`src/rtl/dual_issue_queue_if.sv`:
```
// Issue-queue bus: fetch-side push handshake, downstream stall/flush,
// and the two issue slots with their enables and the pairing freeze flag.
// master = fetch/control side, slave = the queue itself.
interface dual_issue_queue_if #(
    parameter int XLEN = 32
);
    logic            in_valid0;
    logic            in_valid1;
    logic [XLEN-1:0] in_instr0;
    logic [XLEN-1:0] in_instr1;
    logic            in_ready;
    logic            stall;
    logic            flush;
    logic [XLEN-1:0] instruction0;
    logic [XLEN-1:0] instruction1;
    logic            datapath_1_enable;
    logic            datapath_2_enable;
    logic            freeze2;

    modport master (
        output in_valid0, in_valid1, in_instr0, in_instr1, stall, flush,
        input  in_ready, instruction0, instruction1,
               datapath_1_enable, datapath_2_enable, freeze2
    );

    modport slave (
        input  in_valid0, in_valid1, in_instr0, in_instr1, stall, flush,
        output in_ready, instruction0, instruction1,
               datapath_1_enable, datapath_2_enable, freeze2
    );
endinterface

```
`src/rtl/dual_issue_queue.sv`:
```
// Dual-issue instruction queue: circular buffer fed two-wide from fetch,
// issuing one or two instructions per cycle after an RV32I pairing check
// (RAW on H0's rd, control-flow in H0, two memory ops sharing one port).
// Optional macro ISSUE_STATS_EN adds saturating dual/single/hazard counters.
module dual_issue_queue #(
    parameter int DEPTH = 8,
    parameter int XLEN  = 32
) (
    input  logic               clk,
    input  logic               rst,
    dual_issue_queue_if.slave  bus
`ifdef ISSUE_STATS_EN
    ,
    output logic [31:0]        stat_dual,
    output logic [31:0]        stat_single,
    output logic [31:0]        stat_hazard
`endif
);
    localparam int PTR_W = $clog2(DEPTH);
    localparam int CNT_W = PTR_W + 1;
    localparam logic [XLEN-1:0] NOP = XLEN'(32'h0000_0013);

    localparam logic [6:0] OP_LOAD   = 7'b0000011;
    localparam logic [6:0] OP_STORE  = 7'b0100011;
    localparam logic [6:0] OP_BRANCH = 7'b1100011;
    localparam logic [6:0] OP_JAL    = 7'b1101111;
    localparam logic [6:0] OP_JALR   = 7'b1100111;
    localparam logic [6:0] OP_LUI    = 7'b0110111;
    localparam logic [6:0] OP_AUIPC  = 7'b0010111;
    localparam logic [6:0] OP_REG    = 7'b0110011;

    logic [XLEN-1:0]  mem_q [DEPTH];
    logic [PTR_W-1:0] rd_ptr_q, rd_ptr_d;
    logic [PTR_W-1:0] wr_ptr_q, wr_ptr_d;
    logic [CNT_W-1:0] count_q, count_d;
    logic [XLEN-1:0]  instr0_q, instr0_d;
    logic [XLEN-1:0]  instr1_q, instr1_d;
    logic             en1_q, en1_d;
    logic             en2_q, en2_d;
    logic             freeze2_q, freeze2_d;

    logic [XLEN-1:0]  h0, h1;
    logic             h0_writes_rd, h1_reads_rs1, h1_reads_rs2;
    logic             raw_hazard, ctrl_hazard, mem_hazard, hazard;
    logic [XLEN-1:0]  dec_instr0, dec_instr1;
    logic             dec_en1, dec_en2, dec_freeze2;
    logic [1:0]       dec_n;
    logic             in_ready;
    logic             push_ok;
    logic [CNT_W-1:0] n_push, n_pop;

    // Room for a full fetch pair, judged from the registered occupancy only
    assign in_ready = (count_q <= CNT_W'(DEPTH - 2));

    assign bus.in_ready          = in_ready;
    assign bus.instruction0      = instr0_q;
    assign bus.instruction1      = instr1_q;
    assign bus.datapath_1_enable = en1_q;
    assign bus.datapath_2_enable = en2_q;
    assign bus.freeze2           = freeze2_q;

    // Pairing hazard check between the two oldest queue entries
    always_comb begin
        h0 = mem_q[rd_ptr_q];
        h1 = mem_q[rd_ptr_q + PTR_W'(1)];
        h0_writes_rd = (h0[11:7] != 5'd0) && (h0[6:0] != OP_STORE) && (h0[6:0] != OP_BRANCH);
        h1_reads_rs1 = (h1[6:0] != OP_LUI) && (h1[6:0] != OP_AUIPC) && (h1[6:0] != OP_JAL);
        h1_reads_rs2 = (h1[6:0] == OP_REG) || (h1[6:0] == OP_STORE) || (h1[6:0] == OP_BRANCH);
        raw_hazard   = h0_writes_rd &&
                       ((h1_reads_rs1 && (h1[19:15] == h0[11:7])) ||
                        (h1_reads_rs2 && (h1[24:20] == h0[11:7])));
        ctrl_hazard  = (h0[6:0] == OP_BRANCH) || (h0[6:0] == OP_JAL) || (h0[6:0] == OP_JALR);
        mem_hazard   = ((h0[6:0] == OP_LOAD) || (h0[6:0] == OP_STORE)) &&
                       ((h1[6:0] == OP_LOAD) || (h1[6:0] == OP_STORE));
        hazard       = raw_hazard || ctrl_hazard || mem_hazard;
    end

    // Issue decision from current occupancy; slot 1 shows NOP whenever idle
    always_comb begin
        dec_instr0  = NOP;
        dec_instr1  = NOP;
        dec_en1     = 1'b0;
        dec_en2     = 1'b0;
        dec_freeze2 = 1'b0;
        dec_n       = 2'd0;
        if (count_q == CNT_W'(1)) begin
            dec_instr0 = h0;
            dec_en1    = 1'b1;
            dec_n      = 2'd1;
        end else if (count_q >= CNT_W'(2)) begin
            dec_instr0 = h0;
            dec_en1    = 1'b1;
            if (hazard) begin
                dec_freeze2 = 1'b1;
                dec_n       = 2'd1;
            end else begin
                dec_instr1 = h1;
                dec_en2    = 1'b1;
                dec_n      = 2'd2;
            end
        end
    end

    // Next-state: flush beats stall and push; stall freezes issue and head
    always_comb begin
        push_ok   = in_ready && bus.in_valid0 && !bus.flush;
        n_push    = push_ok ? (bus.in_valid1 ? CNT_W'(2) : CNT_W'(1)) : CNT_W'(0);
        n_pop     = '0;
        rd_ptr_d  = rd_ptr_q;
        wr_ptr_d  = wr_ptr_q + PTR_W'(n_push);
        instr0_d  = instr0_q;
        instr1_d  = instr1_q;
        en1_d     = en1_q;
        en2_d     = en2_q;
        freeze2_d = freeze2_q;
        if (bus.flush) begin
            rd_ptr_d  = '0;
            wr_ptr_d  = '0;
            instr0_d  = NOP;
            instr1_d  = NOP;
            en1_d     = 1'b0;
            en2_d     = 1'b0;
            freeze2_d = 1'b0;
        end else if (!bus.stall) begin
            n_pop     = CNT_W'(dec_n);
            rd_ptr_d  = rd_ptr_q + PTR_W'(dec_n);
            instr0_d  = dec_instr0;
            instr1_d  = dec_instr1;
            en1_d     = dec_en1;
            en2_d     = dec_en2;
            freeze2_d = dec_freeze2;
        end
        count_d = bus.flush ? '0 : (count_q + n_push - n_pop);
    end

    // Queue storage write; no reset needed since pointers define validity
    always_ff @(posedge clk) begin
        if (push_ok) begin
            mem_q[wr_ptr_q] <= bus.in_instr0;
            if (bus.in_valid1) begin
                mem_q[wr_ptr_q + PTR_W'(1)] <= bus.in_instr1;
            end
        end
    end

    // Pointer, occupancy and issue register update
    always_ff @(posedge clk) begin
        if (rst) begin
            rd_ptr_q  <= '0;
            wr_ptr_q  <= '0;
            count_q   <= '0;
            instr0_q  <= NOP;
            instr1_q  <= NOP;
            en1_q     <= 1'b0;
            en2_q     <= 1'b0;
            freeze2_q <= 1'b0;
        end else begin
            rd_ptr_q  <= rd_ptr_d;
            wr_ptr_q  <= wr_ptr_d;
            count_q   <= count_d;
            instr0_q  <= instr0_d;
            instr1_q  <= instr1_d;
            en1_q     <= en1_d;
            en2_q     <= en2_d;
            freeze2_q <= freeze2_d;
        end
    end

`ifdef ISSUE_STATS_EN
    logic [31:0] stat_dual_q, stat_dual_d;
    logic [31:0] stat_single_q, stat_single_d;
    logic [31:0] stat_hazard_q, stat_hazard_d;
    logic        stat_tick;

    assign stat_dual   = stat_dual_q;
    assign stat_single = stat_single_q;
    assign stat_hazard = stat_hazard_q;

    // Saturating event counters for cycles where an issue decision is taken
    always_comb begin
        stat_tick     = !bus.stall && !bus.flush;
        stat_dual_d   = stat_dual_q;
        stat_single_d = stat_single_q;
        stat_hazard_d = stat_hazard_q;
        if (stat_tick && (dec_n == 2'd2) && (stat_dual_q != 32'hFFFF_FFFF))
            stat_dual_d = stat_dual_q + 32'd1;
        if (stat_tick && (dec_n == 2'd1) && (stat_single_q != 32'hFFFF_FFFF))
            stat_single_d = stat_single_q + 32'd1;
        if (stat_tick && dec_freeze2 && (stat_hazard_q != 32'hFFFF_FFFF))
            stat_hazard_d = stat_hazard_q + 32'd1;
    end

    // Counters clear on reset only, never on flush
    always_ff @(posedge clk) begin
        if (rst) begin
            stat_dual_q   <= '0;
            stat_single_q <= '0;
            stat_hazard_q <= '0;
        end else begin
            stat_dual_q   <= stat_dual_d;
            stat_single_q <= stat_single_d;
            stat_hazard_q <= stat_hazard_d;
        end
    end
`endif
endmodule

```
`src/flat_wrapper.sv`:
```
// flat-port wrapper written by rule: the top's interface ports become plain ports
module dual_issue_queue_flat 
#(
    parameter int DEPTH = 8,
    parameter int XLEN  = 32
)
  (clk, rst, bus_in_valid0, bus_in_valid1, bus_in_instr0, bus_in_instr1, bus_stall, bus_flush, bus_in_ready, bus_instruction0, bus_instruction1, bus_datapath_1_enable, bus_datapath_2_enable, bus_freeze2);
  dual_issue_queue_if #(.XLEN(XLEN)) bus_i ();
  input  logic clk;
  input  logic rst;
  input wire logic [$bits(bus_i.in_valid0)-1:0] bus_in_valid0;
  input wire logic [$bits(bus_i.in_valid1)-1:0] bus_in_valid1;
  input wire logic [$bits(bus_i.in_instr0)-1:0] bus_in_instr0;
  input wire logic [$bits(bus_i.in_instr1)-1:0] bus_in_instr1;
  input wire logic [$bits(bus_i.stall)-1:0] bus_stall;
  input wire logic [$bits(bus_i.flush)-1:0] bus_flush;
  output wire logic [$bits(bus_i.in_ready)-1:0] bus_in_ready;
  output wire logic [$bits(bus_i.instruction0)-1:0] bus_instruction0;
  output wire logic [$bits(bus_i.instruction1)-1:0] bus_instruction1;
  output wire logic [$bits(bus_i.datapath_1_enable)-1:0] bus_datapath_1_enable;
  output wire logic [$bits(bus_i.datapath_2_enable)-1:0] bus_datapath_2_enable;
  output wire logic [$bits(bus_i.freeze2)-1:0] bus_freeze2;
  assign bus_i.in_valid0 = bus_in_valid0;
  assign bus_i.in_valid1 = bus_in_valid1;
  assign bus_i.in_instr0 = bus_in_instr0;
  assign bus_i.in_instr1 = bus_in_instr1;
  assign bus_i.stall = bus_stall;
  assign bus_i.flush = bus_flush;
  assign bus_in_ready = bus_i.in_ready;
  assign bus_instruction0 = bus_i.instruction0;
  assign bus_instruction1 = bus_i.instruction1;
  assign bus_datapath_1_enable = bus_i.datapath_1_enable;
  assign bus_datapath_2_enable = bus_i.datapath_2_enable;
  assign bus_freeze2 = bus_i.freeze2;
  dual_issue_queue #(.DEPTH(DEPTH), .XLEN(XLEN)) u_core (.clk(clk), .rst(rst), .bus(bus_i));
endmodule
```
`config.mk`:
```
export PLATFORM = sky130hd
export DESIGN_NAME = dual_issue_queue_flat
export DESIGN_NICKNAME = d
export VERILOG_FILES = /design/src/rtl/dual_issue_queue_if.sv /design/src/rtl/dual_issue_queue.sv /design/src/flat_wrapper.sv
export SDC_FILE = /design/constraint.sdc
export NUM_CORES = 1
export LEC_CHECK = 0
export ABC_CLOCK_PERIOD_IN_PS = 9800
export BUFFER_PORTS_ARGS = -buffer_cell sky130_fd_sc_hd__buf_2
export CAP_MARGIN = 15
export CORE_ASPECT_RATIO = 0.7
export CORE_MARGIN = 2
export CORE_UTILIZATION = 66
export CTS_CLUSTER_DIAMETER = 80
export DETAILED_ROUTE_END_ITERATION = 6
export PLACE_DENSITY = 0.89
export SLEW_MARGIN = 0
export SYNTH_ARGS = -nofsm -noshare
export SYNTH_HDL_FRONTEND = slang
export SYNTH_SLANG_ARGS = --single-unit
```
`constraint.sdc`:
```
create_clock -name clk -period 9.8 [get_ports clk]
set_input_delay 0.49 -clock clk [delete_from_list [all_inputs] [get_ports clk]]
set_output_delay 0.49 -clock clk [all_outputs]
set_load 0.01 [all_outputs]
```
# Yosys cells after proc, flatten, opt, wreduce, memory -nomap -nowiden
# Memories as Yosys holds them, arrays and structs flattened. A register that Yosys moved wholly into a read port is not among the register bits.
# Cells that the tools add are included.
# W data, S select, Z words.
classes:
  n_mux: 27
  n_reduce_logical: 22
  add_sub_neg: 6
  n_lt_le_gt_ge: 2
  eq_ne: 17
op_table:
  columns: ["operator", "n"]
  rows:
  - ["$mux W32", 5]
  - ["$eq A7 B7 Y1 const B", 4]
  - ["$eq A7 B6 Y1 const B", 3]
  - ["$eq A7 B2 Y1 const B", 2]
  - ["$ne A7 B6 Y1 const B", 2]
  - ["$ne A7 B7 Y1 const B", 2]
  - ["$mux W1", 13]
  - ["$eq A5 B5 Y1", 2]
  - ["$logic_and A1 B1 Y1", 10]
  - ["$mux W2", 5]
  - ["$logic_or A1 B1 Y1", 9]
  - ["$mux W4", 2]
  - ["$ne A7 B5 Y1 const B", 1]
  - ["$add A3 B1 Y3 const B", 2]
  - ["$mux W3", 2]
  - ["$reduce_bool A5 Y1", 1]
  - ["$add A4 B4 Y4", 1]
  - ["$eq A4 B1 Y1 const B", 1]
  - ["$ge A4 B2 Y1 const B", 1]
  - ["$le A4 B3 Y1 const B", 1]
  - ["$sub A4 B4 Y4", 1]
  - ["$add A3 B2 Y3", 1]
  - ["$add A3 B3 Y3", 1]
  - ["$reduce_or A2 Y1", 1]
  - ["$logic_not A1 Y1", 1]
word_totals:
  n_memories: 1
  mem_bits_rw: 256
  regBits: 77
  in_bits: 70
memory_table:
  columns: ["name", "words", "word_bits", "read_ports", "rd_clocked_by_memory_dff", "wr", "line", "text"]
  rows:
  - ["u_core.mem_q", 8, 32, 2, 1, 2, "dual_issue_queue.sv:32", "logic [XLEN-1:0] mem_q [DEPTH];"]

# Logic depth before layout (Yosys ltp)
# Gate-level depths: netlist (run 1).
# An unclocked memory read counts as a cell.
depth:
  depth_word: 16
  depth_mapped: 21
  ltp_nobuf: 15

# Worst setup path before layout (run 1)
# Ideal clock, no wire load.
synth_path:
  kind: "register to register"
  start: "reg u_core.count_q[3]"
  end: "mem u_core.mem_q[0][0] (enable)"
  slack_ps: 5636
  setup_time_ps: 470
  arrival_ps: 3694
  path_buffers: 0
  synth_period_minus_slack_ps: 4164
  path_stages_with_launch: 8
  required_ps: 9330
  path_cell_list: "dfxtp_1 -> inv_1 -> ha_1 -> nand2_1 -> mux2i_1 -> and3b_1 -> nand2b_1 -> o31ai_1"
synth_lines:
  columns: ["element", "line", "text"]
  rows:
  - ["from (decl)", "dual_issue_queue.sv:35", "logic [CNT_W-1:0] count_q, count_d;"]
  - ["from (signal assigned)", "dual_issue_queue.sv:160", "count_q <= count_d;"]
  - ["to (decl)", "dual_issue_queue.sv:32", null]

# Worst setup path after layout (run 1)
layout_path:
  start: "reg u_core.rd_ptr_q[0]"
  end: "reg u_core.count_q[3]"
layout_between:
  elab_chain_cells: 16
layout_lines:
  columns: ["element", "line", "text"]
  rows:
  - ["from (decl)", "dual_issue_queue.sv:33", "logic [PTR_W-1:0] rd_ptr_q, rd_ptr_d;"]
  - ["from (signal assigned)", "dual_issue_queue.sv:158", "rd_ptr_q <= rd_ptr_d;"]
  - ["$add A3 B1 Y3 *", "dual_issue_queue.sv:65", "h1 = mem_q[rd_ptr_q + PTR_W'(1)];"]
  - ["$mem_v2 Z8 W32 *", null, null]
  - ["$ne A7 B6 Y1, or another cell as far along", "dual_issue_queue.sv:67", "h1_reads_rs1 = (h1[6:0] != OP_LUI) && (h1[6:0] != OP_AUIPC) && (h1[6:0] != OP_JAL);"]
  - ["$logic_and A1 B1 Y1 or $logic_or A1 B1 Y1 (tied branches) (2 in series)", "dual_issue_queue.sv:67, dual_issue_queue.sv:68", null]
  - ["$logic_and A1 B1 Y1, on equally long branches", "dual_issue_queue.sv:70, dual_issue_queue.sv:71", null]
  - ["$logic_or A1 B1 Y1", "dual_issue_queue.sv:70", "((h1_reads_rs1 && (h1[19:15] == h0[11:7])) ||"]
  - ["$logic_and A1 B1 Y1", "dual_issue_queue.sv:69", "raw_hazard = h0_writes_rd &&"]
  - ["$logic_or A1 B1 Y1", "dual_issue_queue.sv:75", "hazard = raw_hazard || ctrl_hazard || mem_hazard;"]
  - ["$logic_or A1 B1 Y1 *", "dual_issue_queue.sv:75", null]
  - ["$mux W2 *", "dual_issue_queue.sv:93", "if (hazard) begin"]
  - ["$mux W2 *", "dual_issue_queue.sv:90", "end else if (count_q >= CNT_W'(2)) begin"]
  - ["$mux W2 *", "dual_issue_queue.sv:86", "if (count_q == CNT_W'(1)) begin"]
  - ["$mux W2 *", "dual_issue_queue.sv:124", "end else if (!bus.stall) begin"]
  - ["$mux W4 *", "dual_issue_queue.sv:116", "if (bus.flush) begin"]
  - ["$sub A4 B4 Y4 *", "dual_issue_queue.sv:133", "count_d = bus.flush ? '0 : (count_q + n_push - n_pop);"]
# Every way passes the cells marked *; elsewhere a longest branch is shown, timed or not.
# A chain may end at the register's enable or synchronous reset.

==> results of run 1 <==
## critical path, stage by stage (launching register included)
cell      delay, ps
dfxtp_2         350
buf_4           630
inv_1           650
mux4_2          710
nand3b_1        190
a211oi_1        670
nor4_2          130
nor3_4          200
buf_4           480
nor4b_2         340
fa_1            470
inv_1           110
ha_1            240
a21o_1          180
a21oi_1         170
xnor2_1         130
nor2_1           50
## report_power, final
group          switching [mW]  internal, mW
Sequential             0.0505          1.60
Combinational           0.521         0.423
Clock                   0.554         0.690
## cells in the final DEF (no fill, tap or decap), drive strengths merged, types with 3 or more instances in the layout
master | synthesis | final
o21bai | 3 | 3
nor3 | 3 | 3
nand2 | 46 | 46
a31oi | 3 | 3
diode | 0 | 3
dfxtp | 80 | 80
a22o | 29 | 29
xor2 | 4 | 4
xnor2 | 14 | 14
nor4 | 4 | 4
and3 | 5 | 5
inv | 13 | 14
fa | 4 | 4
mux2 | 267 | 267
a22oi | 5 | 5
nor2 | 85 | 85
a211oi | 3 | 3
edfxtp | 256 | 256
o21ai | 7 | 7
nor2b | 3 | 3
buf | 47 | 164
ha | 10 | 10
nand3 | 6 | 6
mux4 | 116 | 116
clkbuf | 40 | 49
mux2i | 77 | 77
and2 | 4 | 4
o22ai | 3 | 3
nand2b | 4 | 4
a21oi | 42 | 42
clkinv | 0 | 9
## flip-flops by register name, summed over array words and instances, names as in the netlist, named ones only
name,cells
u_core.bus.freeze2,1
u_core.bus.datapath_1_enable,1
u_core.mem_q,256
u_core.bus.instruction1,32
u_core.wr_ptr_q,3
u_core.bus.instruction0,32
u_core.rd_ptr_q,3
u_core.bus.datapath_2_enable,1
u_core.count_q,4
## worst min-delay path by stage
stage	endpoint	from	slack, ps
6_report	u_core.bus.instruction0[0]	rst	290
5_1_grt	u_core.bus.instruction0[0]	rst	310
4_1_cts	u_core.bus.instruction0[0]	rst	280
3_5_place_dp	u_core.bus.freeze2	u_core.bus.freeze2	450
3_3_place_gp	u_core.bus.datapath_1_enable	u_core.bus.datapath_1_enable	450
2_1_floorplan	u_core.bus.freeze2	u_core.bus.freeze2	470
## cell type report
class                   instances  area [um2]  share of cell area, %
clock inverters                12        65.1                  0.324
inverters                      13        48.8                  0.243
flip-flops and latches        336        9300                   46.3
repair buffers                164         901                   4.49
well taps                     364         455                   2.27
multi-input cells             762        8340                   41.5
diodes                          3        7.51                 0.0374
clock buffers                  49         968                   4.82
## metrics by stage
stage | setup slack, ps | hold WS (ps) | cells | utilization (%) | instance area (um2)
2_1_floorplan | 5640 | 474 | 1198 | - | 18000
3_3_place_gp | 4190 | 450 | 1638 | 71.0 | 19000
3_5_place_dp | 4080 | 452 | 1638 | 71.0 | 19000
4_1_cts | 4050 | 279 | 1699 | 74.9 | 20100
5_1_grt | 3650 | 312 | 1702 | 75.0 | 20100
6_report | 3900 | 293 | 1703 | 75.0 | 20100
## cells by family (layout without fill, tap and decap cells)
| kind of cell | Yosys count | after routing | share of synthesized area, % |
|---|---|---|---|
| and+or+nand+nor | 169 | 169 | 4.17 |
| muxes | 460 | 460 | 35.6 |
| buffers and inverters | 100 | 238 | 2.75 |
| AOI/OAI and AO/OA | 101 | 101 | 3.77 |
| adders and majority gates | 14 | 14 | 1.14 |
| DFF | 336 | 336 | 51.7 |
| xor gates and xnor gates | 18 | 18 | 0.919 |
| other | 0 | 3 | 0 |
## metal layers
layer	track usage [%]	wire length, um
met4	13.4	1510
met2	52.9	22500
met1	49.5	18700
met5	0	13
met3	11.7	7500
==> flow_summary.yaml, run 1 <==
sta:
  tightest_slew_ps: 1230
  slew_viol_final: 0
  fin_crit_ps: 5900
  setup_tns_ps: 0
  setup_viol: 0
  period_share_pct: 60.2
  finClkSkew_ps: 18.6
  rsz0062_at_grt: "no"
  hold_violations: 0
  fmax_mhz: 170
  maxSlewHeadroom_pct: 18.0
clock_network:
  clock-sinks: 336
  path_clk_slew_ps: 70
  cts_buffers: 34
  hold_buffers: 0
  root_buffer: "clkbuf_16"
  post-cts-setup-buffers: 0
  clk_latency_ps: 530
  cts_tree: "yes"
  postCtsResizedCells: 0
  clockBufferDepth: 3
  htree_levels: 2
pwr:
  leakage_nw: 6.80
  power_density_nw_per_um2: 191
  vdd_drop_max_mv: 0.146
  p_total_mw: 3.84
synthesis:
  synth_common_cells: "267 x mux2_2, 256 x edfxtp_1, 116 x mux4_2"
  syn_area_um2: 18000
  async_flop_share_pct: 0
  syn_nets: 1282
  netlist_top_cells_area: "edfxtp_1 43%, mux2_2 17%, mux4_2 15%"
  syn_inst: 1198
  ys_warn_count: 0
  synth_edf_count: 256
  ys_ff_latch: 336
  synth.top_cell.area_share_pct: 42.8
  synth-main-ff-cell: "edfxtp_1"
  ys_types: 51
  yosysSeqAreaShare_pct: 51.7
  synth.most_common_cell: "mux2_2"
  synth.largest_area_cell: "edfxtp_1"
  syn_avg_cell_area_um2: 15.0
cells_and_area:
  fin_nets: 1395
  drive_gt1_share_pct: 46.8
  area_growth_pct: 11.8
  fillerInstances: 1659
critical_path:
  crit_type: "flip-flop to flip-flop"
  r2r_start: "u_core.rd_ptr_q[0]"
  r2r_cells: 16
  startpoint_type: "flip-flop"
  critPathCaptureType: "flip-flop"
  cp.required_ps: 10170
  reg2reg_setup_slack_ps: 3900
  critPathCapture: "u_core.count_q[3]"
  critPathLaunch: "u_core.rd_ptr_q[0]"
  worst_r2r_endpoint: "u_core.count_q[3]"
  cp_max_fo: 41
  arrival_ps: 6260
die:
  die_w_um: 201
  ios: 138
  start_util_pct: 67.1
  dieArea_um2: 28600
  core_area_um2: 26800
  num_rows: 50
  die_y_um: 142
outcome:
  status: "completed"
drt:
  wirelength_um: 50200
  ant_nets: 0
  vias: 12000
  drc: 0
  wl_per_cell_um: 29.5
  drtIter0Drc: 1550
  viasPerCell: 7.07
  first_pass_iters: 5
grt:
  grt_remaining_overflow: 0
  track_usage_pct: 35.6
  grt_pass1_vias: 12000
  antenna_found_initial: 4
  grt_first_pass_wirelength_um: 74800
  grt_start_max_net_pins: 54
hold_path:
  min_path_cells: 3
  hp-class: "input pin to flip-flop"
placement:
  io_buffers: 137
  hpwl_um: 29600
  gp_congestion: 0.923
flow_run:
  drv_cap: 0
No activity file was read; power rests on OpenSTA's default activity.
==> inputs of run 2 (changes only) <==
- ABC_CLOCK_PERIOD_IN_PS: 9800 -> 5100
- CORE_UTILIZATION: 66 -> 55
- PLACE_DENSITY: 0.89 -> 0.8
- clock period: 9.8 -> 5.1 ns (I/O delays scaled with it)
==> run 2 against run 1 <==
Critical path depth unchanged. Largest power group unchanged. Critical endpoint unchanged. Register-to-register slack got worse by 3400 ps. Critical path type unchanged. Flip-flop and latch count unchanged. Clock skew increased by 1.1 ps. Maximum frequency increased by 28%. Wire length increased by 1.3%. Cell area increased by 1.4%.
==> flow_summary.yaml, run 2 (synthesis gave the netlist of run 1 again) <==
cells_and_area:
  final_cell_mix: "267 x mux2_2, 256 x edfxtp_1, 137 x buf_2"
  drive_gt1_share_pct: 47.5
  area_growth_pct: 13.3
  regMostFlops: "u_core.mem_q"
  fin_nets: 1411
  fillerInstances: 2327
  largest_reg_flops: 256
  layout_commonest_cell: "mux2_2"
die:
  dieArea_um2: 34200
  num_rows: 55
  core_area_um2: 32300
  die_w_um: 220
  start_util_pct: 55.7
  ios: 138
  die_y_um: 155
sta:
  hold_violations: 0
  setup_tns_ps: 0
  tightest_slew_ps: 1210
  period_share_pct: 90.4
  fmax_mhz: 217
  finClkSkew_ps: 19.7
  slew_viol_final: 0
  timing.hold.ws_ps: 55.9
  rsz0062_at_grt: "no"
  setup_viol: 0
  maxSlewHeadroom_pct: 19.6
  fin_crit_ps: 4610
hold_path:
  hp-class: "input pin to flip-flop"
  hold_end: "u_core.bus.instruction0[1]"
  min_path_cells: 3
  min_from: "rst"
clock_network:
  htree_levels: 2
  cts_tree: "yes"
  root_buffer: "clkbuf_16"
  clockBufferDepth: 3
  clk_latency_ps: 540
  hold_buffers: 0
  postCtsResizedCells: 0
  post-cts-setup-buffers: 0
  clock-sinks: 336
  path_clk_slew_ps: 70
  cts_buffers: 34
pwr:
  p_int_mw: 5.40
  p_comb_share_pct: 24.2
  power_frac_clock_pct: 33.8
  switching_share_pct: 28.5
  p_seq_share_pct: 42.0
  vdd_drop_max_mv: 0.328
  p_sw_mw: 2.15
  power_density_nw_per_um2: 371
  leakage_nw: 6.93
grt:
  grt_first_pass_wirelength_um: 75700
  grt_remaining_overflow: 0
  grt_start_max_net_pins: 41
  track_usage_pct: 30.4
  grt_pass1_vias: 11700
  antenna_found_initial: 7
placement:
  gp_congestion: 0.904
  io_buffers: 137
  hpwl_um: 31500
critical_path:
  arrival_ps: 4980
  critPathCaptureType: "flip-flop"
  startpoint_type: "flip-flop"
  crit_type: "flip-flop to flip-flop"
  r2r_start: "u_core.rd_ptr_q[1]"
  critPathLaunch: "u_core.rd_ptr_q[1]"
  cp.required_ps: 5480
  r2r_cells: 16
  cp_max_fo: 10
  worst_r2r_endpoint: "u_core.count_q[3]"
  reg2reg_setup_slack_ps: 490
drt:
  viasPerCell: 6.64
  wirelength_um: 50900
  wl_per_cell_um: 28.6
  vias: 11800
  drc: 0
  first_pass_iters: 5
  drtIter0Drc: 1513
  ant_nets: 0
outcome:
  status: "completed"
flow_run:
  drv_cap: 0
## run 2: changes by cell type in the layout (fill, tap and decap cells not counted), sizes merged
cell      before  now
clkinvlp       2    0
clkbuf        49   50
diode          3    1
clkinv         9    7
inv           14   15
buf          164  180
bufinv         0    2
## run 2: routing by layer
layer	vias up	wire length, um	track usage, %
met1	5961	20800	44.3
li1	4979	-	-
met5	-	67	0
met3	94	6530	9.15
met2	772	22200	44.5
met4	12	1300	8.60
## run 2: through the flow
step	setup WS [ps]	instances	utilization, %	instance area [um2]	power (mW)
final	491	1780	63.1	20400	7.55
after global routing	254	1779	63.1	20400	7.80
after detailed placement	537	1718	59.6	19200	5.01
after global placement	621	1718	59.6	19200	4.98
after floorplan	936	1198	-	18000	4.50
after CTS	526	1779	63.1	20400	7.55
## run 2: cell type report
cell class | count | area, um2 | share of cell area, %
Multi-Input combinational cell | 762 | 8340 | 41.0
Clock buffer | 50 | 1010 | 4.98
Antenna cell | 1 | 2.50 | 0.0123
Inverter | 13 | 48.8 | 0.240
Tap cell | 427 | 534 | 2.62
Sequential cell | 336 | 9300 | 45.6
Clock inverter | 11 | 106 | 0.522
Timing Repair Buffer | 180 | 1020 | 5.01
## run 2: worst max-delay path by stage
stage,to,cells past startpoint
CTS,u_core.count_q[3],16
global placement,u_core.count_q[3],16
global route,u_core.count_q[3],16
finish,u_core.count_q[3],16
floorplan,u_core.mem_q[0][0],7
detailed placement,u_core.count_q[3],16
## run 2: worst max-delay path, stage by stage, from the launching register on
cell and delay, ps:
dfxtp_1 370, ha_4 210, xnor2_2 570, buf_4 350
mux4_2 560, xnor2_1 150, nand3_1 90, nor4_1 440
nor3_4 90, nor4b_2 190, fa_1 560, inv_1 60
ha_1 270, a21o_1 170, a21oi_1 170, xnor2_1 130
nor2_1 50
## run 2: power groups by stage
stage,clock (mW),sequential (mW),combinational [mW]
floorplan,0,3.19,1.31
global placement,0,3.22,1.76
detailed placement,0,3.22,1.79
CTS,2.58,3.17,1.80
global route,2.67,3.18,1.95
finish,2.55,3.17,1.82
